==> config.mk <==
export PLATFORM = sky130hd
export DESIGN_NAME = mc_ctrl_fsm
export DESIGN_NICKNAME = d
export VERILOG_FILES = /design/src/rtl/mc_ctrl_fsm.sv
export SDC_FILE = /design/constraint.sdc
export NUM_CORES = 1
export LEC_CHECK = 0
export CAP_MARGIN = 0
export CORE_AREA = 5 5 53 55
export DETAILED_ROUTE_END_ITERATION = 7
export DIE_AREA = 0 0 58 60
export GPL_TIMING_DRIVEN = 0
export PLACE_DENSITY = 0.84
export SYNTH_ARGS = -nofsm -noshare
export SYNTH_HDL_FRONTEND = slang
export SYNTH_SLANG_ARGS = --single-unit
==> constraint.sdc <==
create_clock -name clk -period 1.8 [get_ports clk]
set_input_delay 0.36 -clock clk [delete_from_list [all_inputs] [get_ports clk]]
set_output_delay 0.36 -clock clk [all_outputs]
set_load 0.02 [all_outputs]
==> src/rtl/mc_ctrl_fsm.sv <==
// mc_ctrl_fsm: multicycle RV32 subset control unit (lw, sw, R, I, beq, jal).
// Moore FSM. Datapath controls are registered from the next state; PCWrite,
// IRWrite and ImmSrc add the same-cycle terms that depend on inputs.
// Optional feature macro: MC_MEM_WAIT_EN -- when defined, FETCH, MEMREAD and
// MEMWRITE hold until mem_ready=1. When undefined mem_ready is ignored and
// every state lasts exactly one cycle.
//
// Memory handshake: while the FSM is in a memory state, the access is
// presented for as long as the state is held; mem_ready=1 in a cycle means the
// access completes at the next rising edge, and the FSM advances on that edge.
// mem_ready=0 keeps the FSM in place with the same controls asserted.
module mc_ctrl_fsm (
  input  logic       clk,
  input  logic       reset_n,
  input  logic [6:0] op,
  input  logic       zero,
  input  logic       mem_ready,
  output logic       PCWrite,
  output logic       AdrSrc,
  output logic       MemWrite,
  output logic       IRWrite,
  output logic       RegWrite,
  output logic [1:0] ResultSrc,
  output logic [1:0] ALUSrcA,
  output logic [1:0] ALUSrcB,
  output logic [1:0] ALUOp,
  output logic [1:0] ImmSrc,
  output logic       illegal,
  output logic [3:0] state
);

  typedef enum logic [3:0] {
    S_FETCH    = 4'd0,
    S_DECODE   = 4'd1,
    S_MEMADR   = 4'd2,
    S_MEMREAD  = 4'd3,
    S_MEMWB    = 4'd4,
    S_MEMWRITE = 4'd5,
    S_EXECUTER = 4'd6,
    S_EXECUTEI = 4'd7,
    S_ALUWB    = 4'd8,
    S_BEQ      = 4'd9,
    S_JAL      = 4'd10,
    S_ILLEGAL  = 4'd11
  } state_e;

  localparam logic [6:0] OP_LW  = 7'b0000011;
  localparam logic [6:0] OP_SW  = 7'b0100011;
  localparam logic [6:0] OP_R   = 7'b0110011;
  localparam logic [6:0] OP_I   = 7'b0010011;
  localparam logic [6:0] OP_BEQ = 7'b1100011;
  localparam logic [6:0] OP_JAL = 7'b1101111;

  state_e     state_q, state_d;
  logic       illegal_q;

  // Registered control fields (PCUpdate and Branch are internal terms).
  logic       pcupdate_q, pcupdate_d;
  logic       branch_q, branch_d;
  logic       adrsrc_q, adrsrc_d;
  logic       memwrite_q, memwrite_d;
  logic       irwrite_q, irwrite_d;
  logic       regwrite_q, regwrite_d;
  logic [1:0] resultsrc_q, resultsrc_d;
  logic [1:0] alusrca_q, alusrca_d;
  logic [1:0] alusrcb_q, alusrcb_d;
  logic [1:0] aluop_q, aluop_d;

  // mem_ok is the "memory access completes this cycle" condition.
  logic       mem_ok;
`ifdef MC_MEM_WAIT_EN
  assign mem_ok = mem_ready;
`else
  logic       unused_mem_ready;
  assign unused_mem_ready = mem_ready;
  assign mem_ok = 1'b1;
`endif

  // Next-state selection from the current state and the held opcode.
  always_comb begin
    state_d = state_q;
    case (state_q)
      S_FETCH:    if (mem_ok) state_d = S_DECODE;
      S_DECODE: begin
        case (op)
          OP_LW, OP_SW: state_d = S_MEMADR;
          OP_R:         state_d = S_EXECUTER;
          OP_I:         state_d = S_EXECUTEI;
          OP_BEQ:       state_d = S_BEQ;
          OP_JAL:       state_d = S_JAL;
          default:      state_d = S_ILLEGAL;
        endcase
      end
      S_MEMADR: begin
        if (op == OP_LW)      state_d = S_MEMREAD;
        else if (op == OP_SW) state_d = S_MEMWRITE;
        else                  state_d = S_ILLEGAL;
      end
      S_MEMREAD:  if (mem_ok) state_d = S_MEMWB;
      S_MEMWB:    state_d = S_FETCH;
      S_MEMWRITE: if (mem_ok) state_d = S_FETCH;
      S_EXECUTER: state_d = S_ALUWB;
      S_EXECUTEI: state_d = S_ALUWB;
      S_ALUWB:    state_d = S_FETCH;
      S_BEQ:      state_d = S_FETCH;
      S_JAL:      state_d = S_ALUWB;
      S_ILLEGAL:  state_d = S_ILLEGAL;
      default:    state_d = S_FETCH;
    endcase
  end

  // Control word for the state being entered; loaded alongside the state.
  always_comb begin
    pcupdate_d  = 1'b0;
    branch_d    = 1'b0;
    adrsrc_d    = 1'b0;
    memwrite_d  = 1'b0;
    irwrite_d   = 1'b0;
    regwrite_d  = 1'b0;
    resultsrc_d = 2'b00;
    alusrca_d   = 2'b00;
    alusrcb_d   = 2'b00;
    aluop_d     = 2'b00;
    case (state_d)
      S_FETCH: begin
        irwrite_d   = 1'b1;
        alusrcb_d   = 2'b10;
        resultsrc_d = 2'b10;
        pcupdate_d  = 1'b1;
      end
      S_DECODE: begin
        alusrca_d = 2'b01;
        alusrcb_d = 2'b01;
      end
      S_MEMADR: begin
        alusrca_d = 2'b10;
        alusrcb_d = 2'b01;
      end
      S_MEMREAD: adrsrc_d = 1'b1;
      S_MEMWB: begin
        resultsrc_d = 2'b01;
        regwrite_d  = 1'b1;
      end
      S_MEMWRITE: begin
        adrsrc_d   = 1'b1;
        memwrite_d = 1'b1;
      end
      S_EXECUTER: begin
        alusrca_d = 2'b10;
        aluop_d   = 2'b10;
      end
      S_EXECUTEI: begin
        alusrca_d = 2'b10;
        alusrcb_d = 2'b01;
        aluop_d   = 2'b10;
      end
      S_ALUWB: regwrite_d = 1'b1;
      S_BEQ: begin
        alusrca_d = 2'b10;
        aluop_d   = 2'b01;
        branch_d  = 1'b1;
      end
      S_JAL: begin
        alusrca_d  = 2'b01;
        alusrcb_d  = 2'b10;
        pcupdate_d = 1'b1;
      end
      default: ;
    endcase
  end

  // State, sticky illegal flag and registered controls. Reset lands in FETCH
  // with the FETCH control word so the first edge after release fetches.
  always_ff @(posedge clk or negedge reset_n) begin
    if (!reset_n) begin
      state_q     <= S_FETCH;
      illegal_q   <= 1'b0;
      pcupdate_q  <= 1'b1;
      branch_q    <= 1'b0;
      adrsrc_q    <= 1'b0;
      memwrite_q  <= 1'b0;
      irwrite_q   <= 1'b1;
      regwrite_q  <= 1'b0;
      resultsrc_q <= 2'b10;
      alusrca_q   <= 2'b00;
      alusrcb_q   <= 2'b10;
      aluop_q     <= 2'b00;
    end else begin
      state_q     <= state_d;
      illegal_q   <= illegal_q | (state_d == S_ILLEGAL);
      pcupdate_q  <= pcupdate_d;
      branch_q    <= branch_d;
      adrsrc_q    <= adrsrc_d;
      memwrite_q  <= memwrite_d;
      irwrite_q   <= irwrite_d;
      regwrite_q  <= regwrite_d;
      resultsrc_q <= resultsrc_d;
      alusrca_q   <= alusrca_d;
      alusrcb_q   <= alusrcb_d;
      aluop_q     <= aluop_d;
    end
  end

  // Immediate format follows the opcode directly.
  always_comb begin
    case (op)
      OP_SW:   ImmSrc = 2'b01;
      OP_BEQ:  ImmSrc = 2'b10;
      OP_JAL:  ImmSrc = 2'b11;
      default: ImmSrc = 2'b00;
    endcase
  end

  // Write enables are masked by reset_n so nothing is written while held in
  // reset; the FETCH update waits for the memory in the wait-state build.
  logic fetch_ok;
  assign fetch_ok  = (state_q != S_FETCH) | mem_ok;

  assign PCWrite   = reset_n & ((pcupdate_q & fetch_ok) | (branch_q & zero));
  assign IRWrite   = reset_n & irwrite_q & mem_ok;
  assign MemWrite  = reset_n & memwrite_q;
  assign RegWrite  = reset_n & regwrite_q;
  assign AdrSrc    = adrsrc_q;
  assign ResultSrc = resultsrc_q;
  assign ALUSrcA   = alusrca_q;
  assign ALUSrcB   = alusrcb_q;
  assign ALUOp     = aluop_q;
  assign illegal   = illegal_q;
  assign state     = state_q;

endmodule

==> results of run 1 <==
==> cells in the mapped netlist (3+ instances only) <==
cell       n
buf_2      3
nand3_1    4
nand2_1    4
dfstp_2    3
or2_1      3
nor3_1     6
o211ai_1   8
dfrtp_1   14
and2_1     3
nor2_1     6
o21ai_0    3
==> where the power goes <==
part | internal [µW] | switching, µW
Combinational | 591 | 762
Sequential | 538 | 79.8
Clock | 86.0 | 110
Total | 1220 | 951
==> layer usage <==
layer | track usage (%) | part of all wire (%) | vias up
li1 | - | - | 439
met1 | 18.5 | 40 | 442
met2 | 28.1 | 48 | 61
met3 | 2.59 | 8.8 | 14
met4 | 9.27 | 3.3 | 0
met5 | 0 | 0 | -
==> cell usage in the layout, fill, tap and decap left out, drive strengths merged, types with 2 or more instances in the layout <==
| cell type | instances |
|---|---|
| a21oi | 3 |
| nor2b | 2 |
| nand4b | 2 |
| dfrtp | 14 |
| nand2 | 4 |
| nor3 | 7 |
| a31o | 2 |
| clkdlybuf4s50 | 15 |
| clkbuf | 6 |
| or2 | 4 |
| o21ai | 5 |
| o211ai | 10 |
| and3 | 2 |
| nand3 | 4 |
| dfstp | 3 |
| or3 | 3 |
| nor2 | 6 |
| or3b | 2 |
| o211a | 2 |
| and2 | 3 |
| buf | 11 |
| dlygate4sd2 | 9 |
==> per-stage QoR <==
stage	hold WS [ns]	area, µm²	power [µW]	util (%)
2_1_floorplan	0.0644	981	1410	-
3_3_place_gp	0.450	1310	1810	55.9
3_5_place_dp	0.467	1310	1840	55.9
4_1_cts	0.0456	1350	2040	57.5
5_1_grt	0.0393	1390	2300	59.5
6_report	0.0543	1390	2170	59.5
==> cell type report <==
class	instances	area [µm²]
plain buffers	6	46.3
fillers	219	950
inverters	1	3.75
multi-input cells	72	548
well taps	30	37.5
repair buffers	33	299
clock buffers	4	26.3
flip-flops and latches	17	432
==> path summary, 6_finish.rpt <==
kind	cells past startpoint	from	endpoint	slack [ns]
worst max-delay path	6	state[3]$_DFF_PN0_	ALUSrcA[1]$_DFF_PN0_	0.01
worst min-delay path	1	reset_n	pcupdate_q$_DFF_PN1_	0.05
worst max register to register	6	state[3]$_DFF_PN0_	ALUSrcA[1]$_DFF_PN0_	0.01
worst min register to register	1	illegal$_DFF_PN0_	illegal$_DFF_PN0_	0.48
max in group asynchronous	2	reset_n	state[2]$_DFF_PN0_	0.68
min in group clk	1	illegal$_DFF_PN0_	illegal$_DFF_PN0_	0.48
==> sequential cells by signal (all words and copies together), names as in the netlist <==
signal      cells
AdrSrc          1
illegal         1
ALUSrcB         2
branch_q        1
memwrite_q      1
ResultSrc       1
irwrite_q       1
ALUOp           1
ALUSrcA         2
regwrite_q      1
pcupdate_q      1
state           4
==> worst reg2reg max path, delay by kind of cell, from the launching register on <==
family | cells | cell delay, ns
simple gates | 2 | 0.48
buf+inv | 1 | 0.19
compound gates | 3 | 0.62
flops | 1 | 0.39
==> cells by family after synthesis <==
kind of cell           Yosys count
AO/OA/AOI/OAI                   29
buffers and inverters            7
flip-flops                      17
AND/OR/NAND/NOR                 43
==> what timing repair did <==
action                                 4_1_cts  5_1_grt
hold buffers                                 1        0
pin swaps                                    1        1
endpoints found under the hold margin       14        0
setup endpoints to repair                   13        7
buffers inserted                             2        1
gates resized for setup                     29       14
cloned                                       0        0
==> flow_metrics.py, run 1 <==
metrics = {
    "outcome": {
        "outcome": "complete, no violations",
    },
    "place": {
        "port_buffers": 29,
        "place_inst": 155,
        "pre_cts_ws_ns": -0.812,
        "place.detailed.hpwl_um": 1830,
        "routabilityCongestion": 0.902,
    },
    "route": {
        "drc": 0,
        "viasPerCell": 5.87,
        "antenna_left": 0,
        "wl_per_cell_um": 15.8,
        "vias": 956,
        "first_pass_iters": 5,
        "drt_iter0_drc": 31,
        "routed_wl_um": 2570,
    },
    "worst_setup_path": {
        "crit_path_end_kind": "flip-flop",
        "cpMaxStageDelayCell": "dfrtp_1",
        "worstPathMaxFanout": 10,
        "critical_path_buf_inv_count": 1,
        "critPathMaxStageDelay_ns": 0.39,
        "path_cells": "buf_4 > or3_1 > nor3_2 > o21ai_2 > o211a_1 > a311o_1",
        "cpLargestDelayFamily": "compound AO/OA/AOI/OAI gates",
        "worstPathArrival_ns": 1.95,
        "worst_ep_required_time_ns": 1.96,
        "critPathKind": "flip-flop to flip-flop",
        "critPathLaunchType": "flip-flop",
    },
    "run": {
        "maxCapViolCount": 0,
    },
    "yosys": {
        "netlist-cell-type-count": 41,
        "synth_simple_gate_area_share_pct": 27.3,
        "synth_compound_area_share_pct": 24.4,
        "yosys.area.top_type": "dfrtp_1",
        "synth_cells": 96,
        "mappedNetlistArea_um2": 981,
        "synth_top_family_by_area": "simple AND/OR/NAND/NOR gates",
        "ys_ff_latch": 17,
        "synth.avg_cell_area_um2": 10.2,
        "synth_fp_nets": 107,
        "ys_warn_count": 0,
        "yosys.area.top_type_share_pct": 35.7,
        "synthMuxAreaShare_pct": 0,
        "synth-seq-area-share_pct": 43.8,
        "yosys_most_used_dff": "dfrtp_1",
        "synth_edf_count": 0,
        "synth_xor_area_share_pct": 0,
        "async_reset_ff_share_pct": 100,
        "synth_fa_ha_area_share_pct": 0,
        "ys_top_cells_by_area": "dfrtp_1, dfstp_2, o211ai_1",
    },
    "global_routing": {
        "grt_pass1_wl_um": 4360,
        "grt_max_degree": 15,
        "antenna_found_initial": 0,
        "grt-ovfl-total": 0,
        "grtUsageTotal_pct": 16.1,
        "grt_pass1_vias": 996,
    },
    "cts": {
        "cts_made_buffers": 3,
        "root_buffer": "clkbuf_4",
        "clock-sinks": 17,
        "clk_path_buf_depth": 2,
        "clk_pin_slew_worst_paths_ns": 0.10,
        "cts_tree": "built",
        "clock_latency_ns": 0.28,
        "htreeDepth": 1,
    },
    "timing": {
        "timing_hold_violations_final": 0,
        "rsz0062_at_grt": "yes",
        "worst_clock_skew_ns": 0.00995,
        "maxSlewViolCount": 0,
        "worst_slack_ns": 0.0121,
        "fin_tns_setup_ns": 0,
        "slew-limit-headroom_pct": 59.1,
        "fmax_mhz": 559,
        "setup_viol": 0,
        "period_share_pct": 99.3,
        "period_minus_slack_ns": 1.79,
        "worst-slew-pin-transition_ns": 0.612,
    },
    "floorplan": {
        "core_region_area_um2": 2340,
        "dieArea_um2": 3480,
        "num_rows": 18,
        "die_h_um": 60,
        "io-pin-count": 31,
        "die_x_um": 58,
        "initial_core_util_pct": 41.9,
    },
    "hold_path": {
        "hold_class": "primary input to async pin",
    },
    "final_layout": {
        "nNetsFinal": 145,
        "drive_above_1_share_pct": 28.6,
        "area_growth_pct": 42.0,
        "n_antenna_cell": 0,
        "final_cells": 163,
    },
    "pwr": {
        "p_leak_uw": 0.000615,
        "peakVddDrop_mv": 1.00,
        "power.density_nw_per_um2": 1560,
    },
}
Power figures use the tool's default switching activity.
==> run 2, diff against run 1 <==
--- a/config.mk
+++ b/config.mk
@@ -7,9 +7,9 @@
 export LEC_CHECK = 0
 export CAP_MARGIN = 0
-export CORE_AREA = 5 5 53 55
+export CORE_AREA = 5 5 55 57
 export DETAILED_ROUTE_END_ITERATION = 7
-export DIE_AREA = 0 0 58 60
+export DIE_AREA = 0 0 60 62
 export GPL_TIMING_DRIVEN = 0
-export PLACE_DENSITY = 0.84
+export PLACE_DENSITY = 0.81
 export SYNTH_ARGS = -nofsm -noshare
 export SYNTH_HDL_FRONTEND = slang
==> constraint.sdc (replaced) <==
create_clock -name clk -period 1.61 [get_ports clk]
set_input_delay 0.2415 -clock clk [delete_from_list [all_inputs] [get_ports clk]]
set_output_delay 0.2415 -clock clk [all_outputs]
set_load 0.02 [all_outputs]
==> flow_metrics.py, run 2 (synthesis results as in run 1) <==
metrics = {
    "route": {
        "vias": 1011,
        "wl_per_cell_um": 16.8,
        "antenna_left": 0,
        "first_pass_iters": 4,
        "drc": 0,
        "routed_wl_um": 2900,
        "drt_iter0_drc": 22,
        "viasPerCell": 5.88,
    },
    "pwr": {
        "comb_power_share_pct": 68.4,
        "clock_power_share_pct": 7.5,
        "peakVddDrop_mv": 1.31,
        "p_sw_uw": 1240,
        "seqPwrFrac_pct": 24.1,
        "p_int_uw": 1630,
        "power.density_nw_per_um2": 1850,
        "p_leak_uw": 0.000708,
        "swShare_pct": 43.2,
    },
    "final_layout": {
        "multi_input_area_um2": 618,
        "final-seq-area_um2": 433,
        "most-common-layout-cells": "clkdlybuf4s50_1, dfrtp_1, buf_4, dlygate4sd2_1, o211ai_1",
        "drive_above_1_share_pct": 38.0,
        "num-fill-cells": 191,
        "n_antenna_cell": 0,
        "largest_reg_flops": 4,
        "final_common_cell": "clkdlybuf4s50_1",
        "nNetsFinal": 154,
        "area_growth_pct": 57.9,
    },
    "global_routing": {
        "grtUsageTotal_pct": 17.1,
        "grt-ovfl-total": 0,
        "antenna_found_initial": 0,
        "grt_max_degree": 15,
        "grt_pass1_vias": 994,
        "grt_pass1_wl_um": 4820,
    },
    "place": {
        "pre_cts_ws_ns": -0.744,
        "place.detailed.hpwl_um": 1780,
        "routabilityCongestion": 0.855,
        "port_buffers": 29,
    },
    "timing": {
        "fmax_mhz": 588,
        "worst_clock_skew_ns": 0.00423,
        "maxSlewViolCount": 0,
        "period_share_pct": 106,
        "worst_slack_ns": -0.0911,
        "worst-slew-pin-transition_ns": 0.632,
        "setup_viol": 5,
        "timing_hold_violations_final": 0,
        "period_minus_slack_ns": 1.70,
        "slew-limit-headroom_pct": 57.7,
        "fin_tns_setup_ns": -0.236,
        "rsz0062_at_grt": "yes",
    },
    "worst_setup_path": {
        "critPathMaxStageDelay_ns": 0.43,
        "worstPathMaxFanout": 5,
        "timing.rr.end": "ALUSrcA[1]$_DFF_PN0_",
        "worst_ep_required_time_ns": 1.77,
        "cpMaxStageDelayCell": "dfrtp_2",
        "path_cells": "buf_6 > or3_4 > nor3_2 > o21ai_2 > o211a_1 > a311o_1",
        "crit_path_end_kind": "flip-flop",
        "worstPathArrival_ns": 1.86,
        "rr_worst_depth": 6,
        "rrSetupSlack_ns": -0.09,
        "critPathKind": "flip-flop to flip-flop",
        "critPathLaunchType": "flip-flop",
        "r2r-start": "state[3]$_DFF_PN0_",
    },
    "cts": {
        "cts_tree": "built",
        "clock_latency_ns": 0.28,
        "cts_made_buffers": 3,
        "clk_pin_slew_worst_paths_ns": 0.09,
        "root_buffer": "clkbuf_4",
        "clock-sinks": 17,
        "clk_path_buf_depth": 2,
        "htreeDepth": 1,
    },
    "hold_path": {
        "worstHoldPathCells": 1,
        "worstHoldStart": "illegal$_DFF_PN0_",
        "hold-path-endpoint": "illegal$_DFF_PN0_",
        "hold_class": "flip-flop to flip-flop",
    },
    "run": {
        "maxCapViolCount": 0,
    },
    "floorplan": {
        "die_x_um": 60,
        "initial_core_util_pct": 40.3,
        "die_h_um": 62,
        "num_rows": 18,
        "core_region_area_um2": 2430,
        "io-pin-count": 31,
        "dieArea_um2": 3720,
    },
    "outcome": {
        "violations": "negative setup slack",
        "outcome": "finished with violations",
    },
}
run 2: critical path: cells and delay by family, from the launching register on:
family / cells / cell delay (ns)
DFF: 1 / 0.43
and+or+nand+nor: 2 / 0.46
AOI/OAI and AO/OA: 3 / 0.56
buffers and inverters: 1 / 0.14
run 2: stage by stage:
| step | util (%) | instance area, µm² | hold slack, ns | power, µW | std cells |
|---|---|---|---|---|---|
| after floorplan | - | 987 | -0.0541 | 1590 | 96 |
| after global placement | 54.1 | 1320 | 0.451 | 2050 | 155 |
| after detailed placement | 54.1 | 1320 | 0.462 | 2080 | 155 |
| final | 63.7 | 1550 | 0.487 | 2870 | 172 |
| after global routing | 63.7 | 1550 | 0.521 | 3030 | 172 |
| after CTS | 60.3 | 1470 | 0.482 | 2620 | 170 |
run 2: what timing repair did:
action	4_1_cts	5_1_grt
endpoints found under the setup margin	17	13
hold buffers	2	0
setup buffers	7	2
hold endpoints to repair	14	0
cloned	2	0
resized for setup	40	17
pin swaps	7	6
run 2: power groups by stage:
stage	logic (µW)	clock network, µW	registers (µW)
floorplan	797	0	796
global placement	1370	0	680
detailed placement	1400	0	687
CTS	1710	218	685
global route	2090	235	709
finish	1960	215	691
run 2: per-layer routing:
layer / share of wire [%] / GRT usage, % / vias up
met4: 2.0 / 6.96 / 0
met1: 40 / 20.0 / 498
li1: - / - / 463
met2: 53 / 31.9 / 41
met5: 0 / 0 / -
met3: 5.1 / 1.86 / 9
run 2: final cells by class:
type / instances / area share [%]
well taps: 30 / 2.42
flip-flops and latches: 17 / 27.9
plain buffers: 6 / 3.63
repair buffers: 41 / 24.2
clock buffers: 4 / 1.70
inverters: 1 / 0.242
multi-input cells: 73 / 39.9
run 2: worst max-delay path by stage:
stage | start | endpoint | slack, ns
detailed placement | reset_n | IRWrite | -0.74
global route | state[1]$_DFF_PN0_ | ALUSrcA[1]$_DFF_PN0_ | -0.17
CTS | state[3]$_DFF_PN0_ | ALUSrcA[1]$_DFF_PN0_ | -0.15
global placement | reset_n | RegWrite | -0.69
floorplan | state[3]$_DFF_PN0_ | ALUSrcA[1]$_DFF_PN0_ | -0.07
finish | state[3]$_DFF_PN0_ | ALUSrcA[1]$_DFF_PN0_ | -0.09
